[config.mk]
export PLATFORM = sky130hd
export DESIGN_NAME = mem_arbiter
export DESIGN_NICKNAME = d
export VERILOG_FILES = /design/src/rtl/mem_arbiter.sv
export SDC_FILE = /design/constraint.sdc
export NUM_CORES = 1
export LEC_CHECK = 0
export ABC_AREA = 1
export CAP_MARGIN = 20
export CORE_UTILIZATION = 45
export DETAILED_ROUTE_END_ITERATION = 6
export PLACE_DENSITY_LB_ADDON = 0.12
export SYNTH_ARGS = -nofsm -noshare
export SYNTH_HDL_FRONTEND = slang
export SYNTH_SLANG_ARGS = --single-unit
[constraint.sdc]
create_clock -name clk -period 3.4 [get_ports clk]
set_clock_uncertainty 0.1 [all_clocks]
set_input_delay 0.34 -clock clk [delete_from_list [all_inputs] [get_ports clk]]
set_output_delay 0.34 -clock clk [all_outputs]
set_load 0.03 [all_outputs]
[src/rtl/mem_arbiter.sv]
// mem_arbiter: sequences the single unified instruction/data memory between the
// core control FSM and the program loader / debug port.
//
// One request is accepted per IDLE visit. It is issued for one cycle, and a read
// then waits WAIT_CYCLES cycles. DONE pulses the owner's ready for one cycle.
// IDLE is always revisited between transactions.
//
// Ports:
//   clk, reset                      clock (rising edge), async active-low reset
//   core_req/we/addr/wdata          core request, held until core_ready
//   core_rdata, core_ready          registered read data, one-cycle completion pulse
//   core_stall                      core_req & ~core_ready
//   ldr_req/we/addr/wdata           loader request, same semantics as the core port
//   ldr_rdata, ldr_ready            loader read data and completion pulse
//   ldr_lock                        while high the core is never granted
//   mem_en, mem_we                  memory enable / write strobe
//   mem_addr, mem_wdata             latched memory address / write data
//   mem_rdata                       memory read data
//   owner                           0 = core, 1 = loader (valid while busy)
//   busy                            high in ISSUE, WAIT and DONE
module mem_arbiter #(
    parameter int unsigned ADDR_W      = 32,
    parameter int unsigned DATA_W      = 32,
    parameter int unsigned WAIT_CYCLES = 1
) (
    input  logic              clk,
    input  logic              reset,

    input  logic              core_req,
    input  logic              core_we,
    input  logic [ADDR_W-1:0] core_addr,
    input  logic [DATA_W-1:0] core_wdata,
    output logic [DATA_W-1:0] core_rdata,
    output logic              core_ready,
    output logic              core_stall,

    input  logic              ldr_req,
    input  logic              ldr_we,
    input  logic [ADDR_W-1:0] ldr_addr,
    input  logic [DATA_W-1:0] ldr_wdata,
    output logic [DATA_W-1:0] ldr_rdata,
    output logic              ldr_ready,
    input  logic              ldr_lock,

    output logic              mem_en,
    output logic              mem_we,
    output logic [ADDR_W-1:0] mem_addr,
    output logic [DATA_W-1:0] mem_wdata,
    input  logic [DATA_W-1:0] mem_rdata,

    output logic              owner,
    output logic              busy
);

    localparam bit         HasWait  = (WAIT_CYCLES > 0);
    localparam logic [2:0] WaitLast = HasWait ? 3'(WAIT_CYCLES - 1) : 3'd0;

    typedef enum logic [1:0] {StIdle, StIssue, StWait, StDone} state_e;

    state_e            state_q, state_d;
    logic [ADDR_W-1:0] addr_q, addr_d;
    logic [DATA_W-1:0] wdata_q, wdata_d;
    logic              we_q, we_d;
    logic              owner_q, owner_d;
    logic              last_owner_q, last_owner_d;
    logic [2:0]        cnt_q, cnt_d;
    logic [DATA_W-1:0] core_rdata_q, core_rdata_d;
    logic [DATA_W-1:0] ldr_rdata_q, ldr_rdata_d;

    logic core_elig, ldr_elig, grant, grant_ldr, capture;

    // State and datapath registers
    always_ff @(posedge clk or negedge reset) begin
        if (!reset) begin
            state_q      <= StIdle;
            addr_q       <= '0;
            wdata_q      <= '0;
            we_q         <= 1'b0;
            owner_q      <= 1'b0;
            last_owner_q <= 1'b1; // core wins the first tie
            cnt_q        <= 3'd0;
            core_rdata_q <= '0;
            ldr_rdata_q  <= '0;
        end else begin
            state_q      <= state_d;
            addr_q       <= addr_d;
            wdata_q      <= wdata_d;
            we_q         <= we_d;
            owner_q      <= owner_d;
            last_owner_q <= last_owner_d;
            cnt_q        <= cnt_d;
            core_rdata_q <= core_rdata_d;
            ldr_rdata_q  <= ldr_rdata_d;
        end
    end

    // Next-state and datapath update
    always_comb begin
        state_d      = state_q;
        addr_d       = addr_q;
        wdata_d      = wdata_q;
        we_d         = we_q;
        owner_d      = owner_q;
        last_owner_d = last_owner_q;
        cnt_d        = cnt_q;
        core_rdata_d = core_rdata_q;
        ldr_rdata_d  = ldr_rdata_q;
        capture      = 1'b0;

        core_elig = core_req & ~ldr_lock;
        ldr_elig  = ldr_req;
        grant     = core_elig | ldr_elig;
        // On a tie, the requester that did not own the last transaction wins
        grant_ldr = (core_elig & ldr_elig) ? ~last_owner_q : ldr_elig;

        unique case (state_q)
            StIdle: begin
                if (grant) begin
                    owner_d = grant_ldr;
                    we_d    = grant_ldr ? ldr_we    : core_we;
                    addr_d  = grant_ldr ? ldr_addr  : core_addr;
                    wdata_d = grant_ldr ? ldr_wdata : core_wdata;
                    state_d = StIssue;
                end
            end
            StIssue: begin
                cnt_d = 3'd0;
                if (we_q) begin
                    state_d = StDone;
                end else if (HasWait) begin
                    state_d = StWait;
                end else begin
                    // Combinational memory: data is valid during ISSUE
                    capture = 1'b1;
                    state_d = StDone;
                end
            end
            StWait: begin
                if (cnt_q == WaitLast) begin
                    capture = 1'b1;
                    state_d = StDone;
                end else begin
                    cnt_d = cnt_q + 3'd1;
                end
            end
            StDone: begin
                last_owner_d = owner_q;
                state_d      = StIdle;
            end
            default: state_d = StIdle;
        endcase

        if (capture) begin
            if (owner_q) begin
                ldr_rdata_d = mem_rdata;
            end else begin
                core_rdata_d = mem_rdata;
            end
        end
    end

    // Outputs
    always_comb begin
        mem_en     = 1'b0;
        mem_we     = 1'b0;
        core_ready = 1'b0;
        ldr_ready  = 1'b0;
        busy       = (state_q != StIdle);

        unique case (state_q)
            StIssue: begin
                mem_en = 1'b1;
                mem_we = we_q;
            end
            StWait: begin
                mem_en = 1'b1;
            end
            StDone: begin
                core_ready = ~owner_q;
                ldr_ready  = owner_q;
            end
            default: ;
        endcase

        core_stall = core_req & ~core_ready;
    end

    assign mem_addr   = addr_q;
    assign mem_wdata  = wdata_q;
    assign owner      = owner_q;
    assign core_rdata = core_rdata_q;
    assign ldr_rdata  = ldr_rdata_q;

endmodule

==> flow_metrics.py, run 1 <==
metrics = {
    "run_status": {
        "status": "complete, no violations",
    },
    "grt": {
        "grt_start_max_net_pins": 81,
        "gr-total-overflow": 0,
        "grt_pass1_wl_um": 30300,
        "antenna_found_initial": 0,
        "grt_usage_pct": 26.5,
        "first_global_vias": 6205,
    },
    "detailed_routing": {
        "drt_iter0_markers": 466,
        "drc": 0,
        "antenna_left": 0,
        "wire_per_inst_um": 14.1,
        "via_per_inst": 4.77,
        "firstDrtPassIters": 6,
        "vias": 6370,
        "routed_wirelength_um": 18900,
    },
    "flow_run": {
        "max_cap_viol_count": 0,
    },
    "cells_and_area": {
        "nFillCells": 1111,
        "final_core_util_pct": 73.3,
        "layout.cells.non_filler": 1336,
        "syn2layout_area_growth_pct": 57.2,
        "design_area_mm2": 0.0103,
        "drive_above_1_share_pct": 4.33,
        "nets": 1318,
        "layout_common_cells": "clkdlybuf4s50_1, nand2_1, inv_1, dfrtp_1, nand3_1",
        "layout_commonest_cell": "clkdlybuf4s50_1",
        "antenna_cells": 0,
    },
    "setup_path": {
        "critPathMaxStageDelay_ns": 0.74,
        "worst_ep_arrival_time_ns": 2.10,
        "cp-start-kind": "flop",
        "required_ns": 2.96,
        "path_cells": "ha_1 > inv_1 > nor2_1 > clkdlybuf4s50_1",
        "cp_slowest_cell": "clkdlybuf4s50_1",
        "cp_top_family": "buffers and inverters",
        "crit_path_end_kind": "output port",
        "worst-path-buf-inv": 2,
        "crit_type": "reg -> out",
        "cp_max_fo": 6,
    },
    "pwr": {
        "leakage_uw": 0.00536,
        "ir_drop_v": 0.000563,
        "pwr_density_cell_mw_per_mm2": 971,
    },
    "cts": {
        "cts_tree": "built",
        "clk_path_buf_depth": 2,
        "post_cts_buffers": 0,
        "path_clk_slew_ns": 0.06,
        "htree_levels": 4,
        "clock-sinks": 136,
        "clock_latency_ns": 0.42,
        "ctsRootBufferMaster": "clkbuf_16",
        "cts_resized": 0,
        "cts_hold_buf": 1,
        "cts-buffers-inserted": 17,
    },
    "floorplan": {
        "chipHeight_um": 123,
        "start_util_pct": 46.6,
        "coreArea_mm2": 0.0140,
        "die_w_um": 123,
        "ios": 302,
        "die_area_mm2": 0.0150,
        "fp-row-count": 43,
    },
    "timing": {
        "setup_ws_ns": 0.856,
        "fin_tns_setup_ns": 0,
        "final-setup-viol-count": 0,
        "grt_setup_unrepaired": "false",
        "worst_slew_pin_slew_ns": 0.870,
        "relSlewSlack_pct": 41.9,
        "fin_crit_ns": 2.54,
        "hold_viol_final": 0,
        "max_freq_mhz": 393,
        "post-route-period-util_pct": 74.8,
        "finalMaxSlewViolations": 0,
    },
    "logic_synthesis": {
        "synth_area_leaders": "dfrtp_1, nand2_1, nand3_1",
        "synth_seq_cells": 136,
        "ys_types": 21,
        "synth_top_area_share_pct": 51.6,
        "synth_nets": 1036,
        "synth_cells": 861,
        "ys_seq_area_share_pct": 52.0,
        "synth_area_mm2": 0.00655,
        "synth_top_area_cell": "dfrtp_1",
        "syn_area_per_cell_um2": 7.60,
        "ys_warn_count": 0,
    },
    "placement": {
        "pre_cts_ws_ns": 0.968,
        "gp_congestion": 0.818,
        "place_area_mm2": 0.00967,
        "hpwl_um": 13000,
        "portBuffers": 301,
        "dp.cells": 1303,
    },
    "hold_path": {
        "worstHoldPathType": "in -> reg",
    },
}
## worst reg2reg max path, delay by kind of cell (launching register included)
| family | cells | cell delay, ns |
|---|---|---|
| simple gates | 2 | 0.78 |
| buf+inv | 2 | 0.64 |
| flops | 1 | 0.43 |
| fa+ha+maj | 1 | 0.28 |
| compound gates | 1 | 0.06 |
## routing by layer
layer | wire (um) | global-route usage, % | vias to the layer above
li1 | - | - | 3161
met1 | 7700 | 31.9 | 2893
met2 | 8870 | 43.0 | 263
met3 | 1500 | 7.06 | 53
met4 | 816 | 14.9 | 0
met5 | 0 | 0 | -
## per-stage QoR
stage	total power (uW)	hold slack, ns
after CTS	10100	0.323
after global routing	10600	0.386
after floorplan	5860	-0.0556
final	10000	0.329
after global placement	8040	0.337
after detailed placement	8130	0.337
## where the power goes
part           internal (uW)  switching (uW)
sequential              2430             451
combinational           2070            3140
clock                   1210             692
total                   5720            4280
## path summary, 6_finish.rpt
kind | from | to | slack, ns | depth (start not counted)
setup / recovery | state_q[1] | core_ready | 0.86 | 4
hold / removal | ldr_req | state_q[0] | 0.33 | 6
setup reg to reg | state_q[0] | ldr_rdata[21] | 0.97 | 6
hold reg to reg | last_owner_q | last_owner_q | 0.37 | 2
max in group asynchronous | reset | core_rdata[4] | 2.00 | 3
min in group asynchronous | reset | mem_wdata[9] | 0.42 | 2
## cell usage after synthesis
cell type and instances:
nand2_1 285, dfstp_2 1, xor2_1 1, o21ai_1 20, inv_1 174, a21oi_1 1
nand3b_2 1, nor2_1 2, ha_1 8, inv_2 1, buf_4 10, buf_2 25
o21ai_0 49, nand3_1 132, or2_2 1, clkbuf_1 11, nand3_2 1, nor2_2 1
nand3b_1 1, clkbuf_2 1, dfrtp_1 135
## cell families (layout without fill, tap and decap cells)
logic type | after synthesis | in the layout | synth area share [%]
fa+ha+maj | 8 | 8 | 1.53
buf+inv | 222 | 517 | 13.8
xor+xnor | 1 | 1 | 0.134
compound gates | 70 | 70 | 5.35
flops | 136 | 136 | 52.0
simple gates | 424 | 424 | 27.2
## sequential cells by signal, indices dropped and copies added, names as in the netlist
signal	cells
last_owner_q	1
state_q	2
we_q	1
mem_wdata	32
cnt_q	3
ldr_rdata	32
core_rdata	32
mem_addr	32
owner	1
## final cells by class
class	count	area (um2)	share of cell area (%)
clock buffers	22	474	4.61
clock inverters	10	144	1.40
inverters	175	657	6.38
multi-input cells	503	2260	22.0
flip-flops and latches	136	3400	33.1
well taps	180	225	2.19
repair buffers	310	3130	30.4
No activity file was read; power rests on OpenSTA's default activity.
==> inputs of run 2 (changes only) <==
--- a/config.mk
+++ b/config.mk
@@ -7,7 +7,7 @@
 export LEC_CHECK = 0
 export ABC_AREA = 1
 export CAP_MARGIN = 20
-export CORE_UTILIZATION = 45
+export CORE_UTILIZATION = 42
 export DETAILED_ROUTE_END_ITERATION = 6
 export PLACE_DENSITY_LB_ADDON = 0.12
 export SYNTH_ARGS = -nofsm -noshare
==> constraint.sdc (replaced) <==
create_clock -name clk -period 2.6 [get_ports clk]
set_clock_uncertainty 0.1 [all_clocks]
set_input_delay 0.26 -clock clk [delete_from_list [all_inputs] [get_ports clk]]
set_output_delay 0.26 -clock clk [all_outputs]
set_load 0.03 [all_outputs]
==> run 2 against run 1 <==
Effect of this change:
- register-to-register slack worse by 0.42 ns
- design area up 0.12%
- die area up 7.0%
- global-route usage down 2.2 points
- sequential power up 31%
- flip-flop and latch count unchanged
- via count down 1.5%
- core utilization down 5.5 points
- total power up 30%
- clock power up 25%
- cell count up 0.75%
- critical path type unchanged
==> flow_metrics.py, run 2 (synthesized netlist as in run 1, its figures left out) <==
metrics = {
    "run_status": {
        "status": "complete, no violations",
    },
    "setup_path": {
        "cp_slowest_cell": "clkdlybuf4s50_1",
        "timing.rr.start": "state_q[0]",
        "required_ns": 2.24,
        "cp_top_family": "buffers and inverters",
        "cp-start-kind": "flop",
        "rrSetupSlack_ns": 0.55,
        "critPathMaxStageDelay_ns": 0.74,
        "crit_path_end_kind": "output port",
        "r2r_cells": 6,
        "timing.rr.end": "ldr_rdata[26]",
        "worst_ep_arrival_time_ns": 2.04,
        "worst-path-buf-inv": 2,
        "path_cells": "ha_1 > inv_1 > nor2_1 > clkdlybuf4s50_1",
        "crit_type": "reg -> out",
        "cp_max_fo": 6,
    },
    "pwr": {
        "leakage_uw": 0.00536,
        "ir_drop_v": 0.000585,
        "pwr_density_cell_mw_per_mm2": 1260,
    },
    "detailed_routing": {
        "vias": 6273,
        "drt_iter0_markers": 338,
        "antenna_left": 0,
        "via_per_inst": 4.66,
        "drc": 0,
        "firstDrtPassIters": 6,
        "wire_per_inst_um": 13.9,
        "routed_wirelength_um": 18700,
    },
    "grt": {
        "grt_usage_pct": 24.3,
        "grt_pass1_wl_um": 30500,
        "antenna_found_initial": 0,
        "gr-total-overflow": 0,
        "use_met1_pct": 29.6,
        "met2_usage_pct": 40.0,
        "first_global_vias": 6045,
        "gr-max-usage-layer": "met2",
        "grt_start_max_net_pins": 67,
        "grt.met3_usage_pct": 7.72,
    },
    "flow_run": {
        "max_cap_viol_count": 0,
    },
    "timing": {
        "max_freq_mhz": 417,
        "worst_slew_pin_slew_ns": 0.711,
        "grt_setup_unrepaired": "false",
        "finalMaxSlewViolations": 0,
        "fin_crit_ns": 2.40,
        "post-route-period-util_pct": 92.2,
        "whs_ns": 0.200,
        "hold_viol_final": 0,
        "final-setup-viol-count": 0,
        "fin_tns_setup_ns": 0,
        "relSlewSlack_pct": 52.6,
    },
    "cells_and_area": {
        "layout.cells.non_filler": 1346,
        "antenna_cells": 0,
        "syn2layout_area_growth_pct": 57.4,
        "layout_commonest_cell": "clkdlybuf4s50_1",
        "drive_above_1_share_pct": 4.58,
        "layout_common_cells": "clkdlybuf4s50_1, nand2_1, inv_1, dfrtp_1, nand3_1",
        "nets": 1320,
    },
    "hold_path": {
        "min_path_cells": 4,
        "hold_path_end": "mem_wdata[29]",
        "min_from": "ldr_req",
        "worstHoldPathType": "in -> reg",
    },
    "floorplan": {
        "start_util_pct": 43.1,
        "die_area_mm2": 0.0161,
        "chipHeight_um": 127,
        "die_w_um": 127,
        "ios": 302,
        "coreArea_mm2": 0.0152,
        "fp-row-count": 45,
    },
    "placement": {
        "hpwl_um": 13100,
        "portBuffers": 301,
        "gp_congestion": 0.778,
        "dp.cells": 1313,
    },
    "cts": {
        "htree_levels": 4,
        "clock_latency_ns": 0.42,
        "ctsRootBufferMaster": "clkbuf_16",
        "clk_path_buf_depth": 2,
        "cts_tree": "built",
        "path_clk_slew_ns": 0.06,
        "clock-sinks": 136,
        "cts-buffers-inserted": 17,
    },
}
-- run 2: worst register-to-register path: cells and delay by family (launching register included) --
family                   cells  cell delay [ns]
buffers and inverters        2             0.51
flip-flops                   1             0.43
adder cells (fa/ha/maj)      1             0.28
AND/OR/NAND/NOR              2             0.52
AO/OA/AOI/OAI                1             0.07
-- run 2: worst max-delay path by stage --
stage,startpoint,endpoint,cells past startpoint
finish,state_q[1],core_ready,4
CTS,state_q[0],busy,4
detailed placement,state_q[0],busy,4
floorplan,state_q[1],core_stall,4
global placement,state_q[0],busy,4
global route,state_q[1],core_ready,4
-- run 2: final cells by class --
| cell class | instances | area (um2) |
|---|---|---|
| fillers | 1308 | 4900 |
| flip-flops and latches | 136 | 3400 |
| repair buffers | 312 | 3170 |
| multi-input cells | 503 | 2260 |
| inverters | 175 | 657 |
| clock buffers | 18 | 429 |
| well taps | 188 | 235 |
| clock inverters | 14 | 149 |
-- run 2: per-stage QoR --
stage          util, %  total power, uW  setup slack (ns)  cell area (um2)
5_1_grt           67.8            13800             0.104            10300
3_3_place_gp      63.9            10600             0.599             9720
6_report          67.8            13000             0.203            10300
3_5_place_dp      63.9            10700             0.561             9720
2_1_floorplan        -             7660             0.907             6550
4_1_cts           67.8            13100            0.0938            10300
-- run 2: power breakdown --
part           total, uW  switching, uW  internal, uW
combinational       6820           4100          2730
sequential          3770            587          3180
clock               2370            955          1420
-- run 2: per-layer routing --
layer	routed length, um	up-vias	share of wire (%)
met1	8000	2865	43
met4	461	0	2.5
met2	8840	212	47
met5	0	-	0
li1	-	3167	-
met3	1410	29	7.5
-- run 2: what timing repair did --
action | CTS | global route
hold buffers | 1 | 0
hold endpoints to repair | 48 | 0
resized for setup | 0 | 1
endpoints found under the setup margin | 0 | 1
buffers inserted | 0 | 0
==> inputs of run 3 (changes only) <==
--- a/config.mk
+++ b/config.mk
@@ -7,9 +7,11 @@
 export LEC_CHECK = 0
 export ABC_AREA = 1
 export CAP_MARGIN = 20
+export CORE_MARGIN = 3
 export CORE_UTILIZATION = 42
 export DETAILED_ROUTE_END_ITERATION = 6
 export PLACE_DENSITY_LB_ADDON = 0.12
+export SETUP_SLACK_MARGIN = 0.4
 export SYNTH_ARGS = -nofsm -noshare
 export SYNTH_HDL_FRONTEND = slang
 export SYNTH_SLANG_ARGS = --single-unit
==> run 3 against run 2 <==
Effect of this change:
- non-clock buffer count is 2 higher
- die area is 6.4% higher
- core utilization is 0.18 points higher
- via count is 0.45% lower
- clock power is 8% higher
- critical path depth is 1 lower
- critical path type unchanged
==> flow_metrics.py, run 3 (synthesized netlist as in run 1, its figures left out) <==
metrics = {
    "grt": {
        "gr-total-overflow": 0,
        "antenna_found_initial": 1,
        "grt_pass1_wl_um": 30000,
        "use_met1_pct": 27.4,
        "grt_start_max_net_pins": 67,
        "gr-max-usage-layer": "met2",
        "first_global_vias": 5877,
        "grt.met3_usage_pct": 7.24,
        "grt_usage_pct": 22.6,
        "met2_usage_pct": 36.8,
    },
    "floorplan": {
        "chipHeight_um": 131,
        "ios": 302,
        "start_util_pct": 43.1,
        "die_area_mm2": 0.0171,
        "die_w_um": 131,
        "coreArea_mm2": 0.0152,
        "fp-row-count": 45,
    },
    "setup_path": {
        "crit_type": "reg -> out",
        "cp_slowest_cell": "dfrtp_1",
        "path_cells": "inv_1 > ha_1 > clkdlybuf4s15_1",
        "timing.rr.end": "mem_wdata[6]",
        "critPathMaxStageDelay_ns": 0.41,
        "crit_path_end_kind": "output port",
        "timing.rr.start": "state_q[0]",
        "cp-start-kind": "flop",
        "cp_max_fo": 5,
        "worst_ep_arrival_time_ns": 1.70,
        "rrSetupSlack_ns": 0.69,
        "required_ns": 2.24,
        "cp_top_family": "buffers and inverters",
        "r2r_cells": 7,
        "worst-path-buf-inv": 2,
    },
    "timing": {
        "fin_crit_ns": 2.06,
        "post-route-period-util_pct": 79.3,
        "final-setup-viol-count": 0,
        "max_freq_mhz": 485,
        "grt_setup_unrepaired": "false",
        "relSlewSlack_pct": 53.4,
        "fin_tns_setup_ns": 0,
        "finalMaxSlewViolations": 0,
        "worst_slew_pin_slew_ns": 0.698,
        "hold_viol_final": 0,
    },
    "pwr": {
        "p_seq_share_pct": 28.6,
        "internal_power_uw": 7580,
        "power.share.clock_pct": 19.5,
        "leakage_uw": 0.00541,
        "pwr_density_cell_mw_per_mm2": 1270,
        "power_switching_uw": 5540,
        "sw_frac_of_total_pct": 42.2,
        "combPwrFrac_pct": 51.9,
        "ir_drop_v": 0.000536,
    },
    "cells_and_area": {
        "nFillCells": 1280,
        "layout_common_cells": "clkdlybuf4s50_1, nand2_1, inv_1, dfrtp_1, nand3_1",
        "nets": 1322,
        "design_area_mm2": 0.0103,
        "layout_commonest_cell": "clkdlybuf4s50_1",
        "drive_above_1_share_pct": 4.75,
        "syn2layout_area_growth_pct": 57.9,
    },
    "placement": {
        "place_area_mm2": 0.00972,
        "hpwl_um": 13500,
        "portBuffers": 301,
        "gp_congestion": 0.810,
    },
    "cts": {
        "cts_tree": "built",
        "path_clk_slew_ns": 0.06,
        "clock_latency_ns": 0.42,
        "clock-sinks": 136,
        "ctsRootBufferMaster": "clkbuf_16",
        "post_cts_buffers": 0,
        "clk_path_buf_depth": 2,
        "cts-buffers-inserted": 17,
        "htree_levels": 4,
    },
    "detailed_routing": {
        "routed_wirelength_um": 19100,
        "firstDrtPassIters": 5,
        "antenna_left": 0,
        "wire_per_inst_um": 14.2,
        "drt_iter0_markers": 361,
        "vias": 6245,
        "via_per_inst": 4.64,
        "drc": 0,
    },
    "run_status": {
        "status": "complete, no violations",
    },
    "hold_path": {
        "hold_path_end": "mem_wdata[29]",
        "worstHoldPathType": "in -> reg",
        "min_from": "ldr_req",
        "min_path_cells": 4,
    },
    "flow_run": {
        "max_cap_viol_count": 0,
    },
}
==> run 3: area by class of cell <==
| type | instances | area [um2] | share of cell area (%) |
|---|---|---|---|
| Multi-Input combinational cell | 503 | 2260 | 21.9 |
| Sequential cell | 136 | 3400 | 32.9 |
| Clock inverter | 10 | 178 | 1.72 |
| Clock buffer | 19 | 443 | 4.29 |
| Timing Repair Buffer | 314 | 3150 | 30.5 |
| Tap cell | 188 | 235 | 2.28 |
| Inverter | 175 | 657 | 6.36 |
| Antenna cell | 1 | 2.50 | 0.0242 |
==> run 3: worst max-delay path by stage <==
stage          slack (ns)            end  startpoint  cells after the start
6_report             0.54         mem_en  state_q[0]                      3
5_1_grt              0.41         mem_en  state_q[0]                      3
4_1_cts              0.42           busy  state_q[0]                      4
3_5_place_dp         0.58  mem_wdata[23]    ldr_lock                      7
3_3_place_gp         0.65           busy  state_q[0]                      4
2_1_floorplan        0.91     core_stall  state_q[1]                      4
==> run 3: repair_timing <==
| item | in CTS | in global routing |
|---|---|---|
| hold buffers | 1 | 0 |
| resized for setup | 6 | 7 |
| endpoints found under the setup margin | 6 | 4 |
| endpoints found under the hold margin | 59 | 0 |
==> run 3: routing by layer <==
layer | vias up | part of all wire (%)
li1 | 3168 | -
met1 | 2800 | 40
met4 | 0 | 3.5
met5 | - | 0
met2 | 235 | 48
met3 | 42 | 8.7
==> run 3: power by group through the flow <==
stage               Combinational [uW]  Clock [uW]  Sequential [uW]
finish                            6810        2560             3750
global route                      7400        2710             3870
CTS                               6900        2610             3750
detailed placement                6910           0             3760
global placement                  6840           0             3740
floorplan                         1960           0             5700
==> run 3: tightest hold or removal path: cells and delay by family <==
kind / cells / cell delay, ns
and+or+nand+nor: 3 / 0.22
buffers and inverters: 1 / 0.18
==> run 3: stage by stage <==
stage | power (uW) | worst slack (ns) | cells | utilization (%) | hold WS, ns
3_3_place_gp | 10600 | 0.648 | 1315 | 63.9 | 0.175
3_5_place_dp | 10700 | 0.578 | 1315 | 63.9 | 0.180
5_1_grt | 14000 | 0.412 | 1346 | 68.0 | 0.196
6_report | 13100 | 0.538 | 1346 | 68.0 | 0.187
2_1_floorplan | 7660 | 0.907 | 861 | - | -0.136
4_1_cts | 13300 | 0.416 | 1345 | 68.0 | 0.171
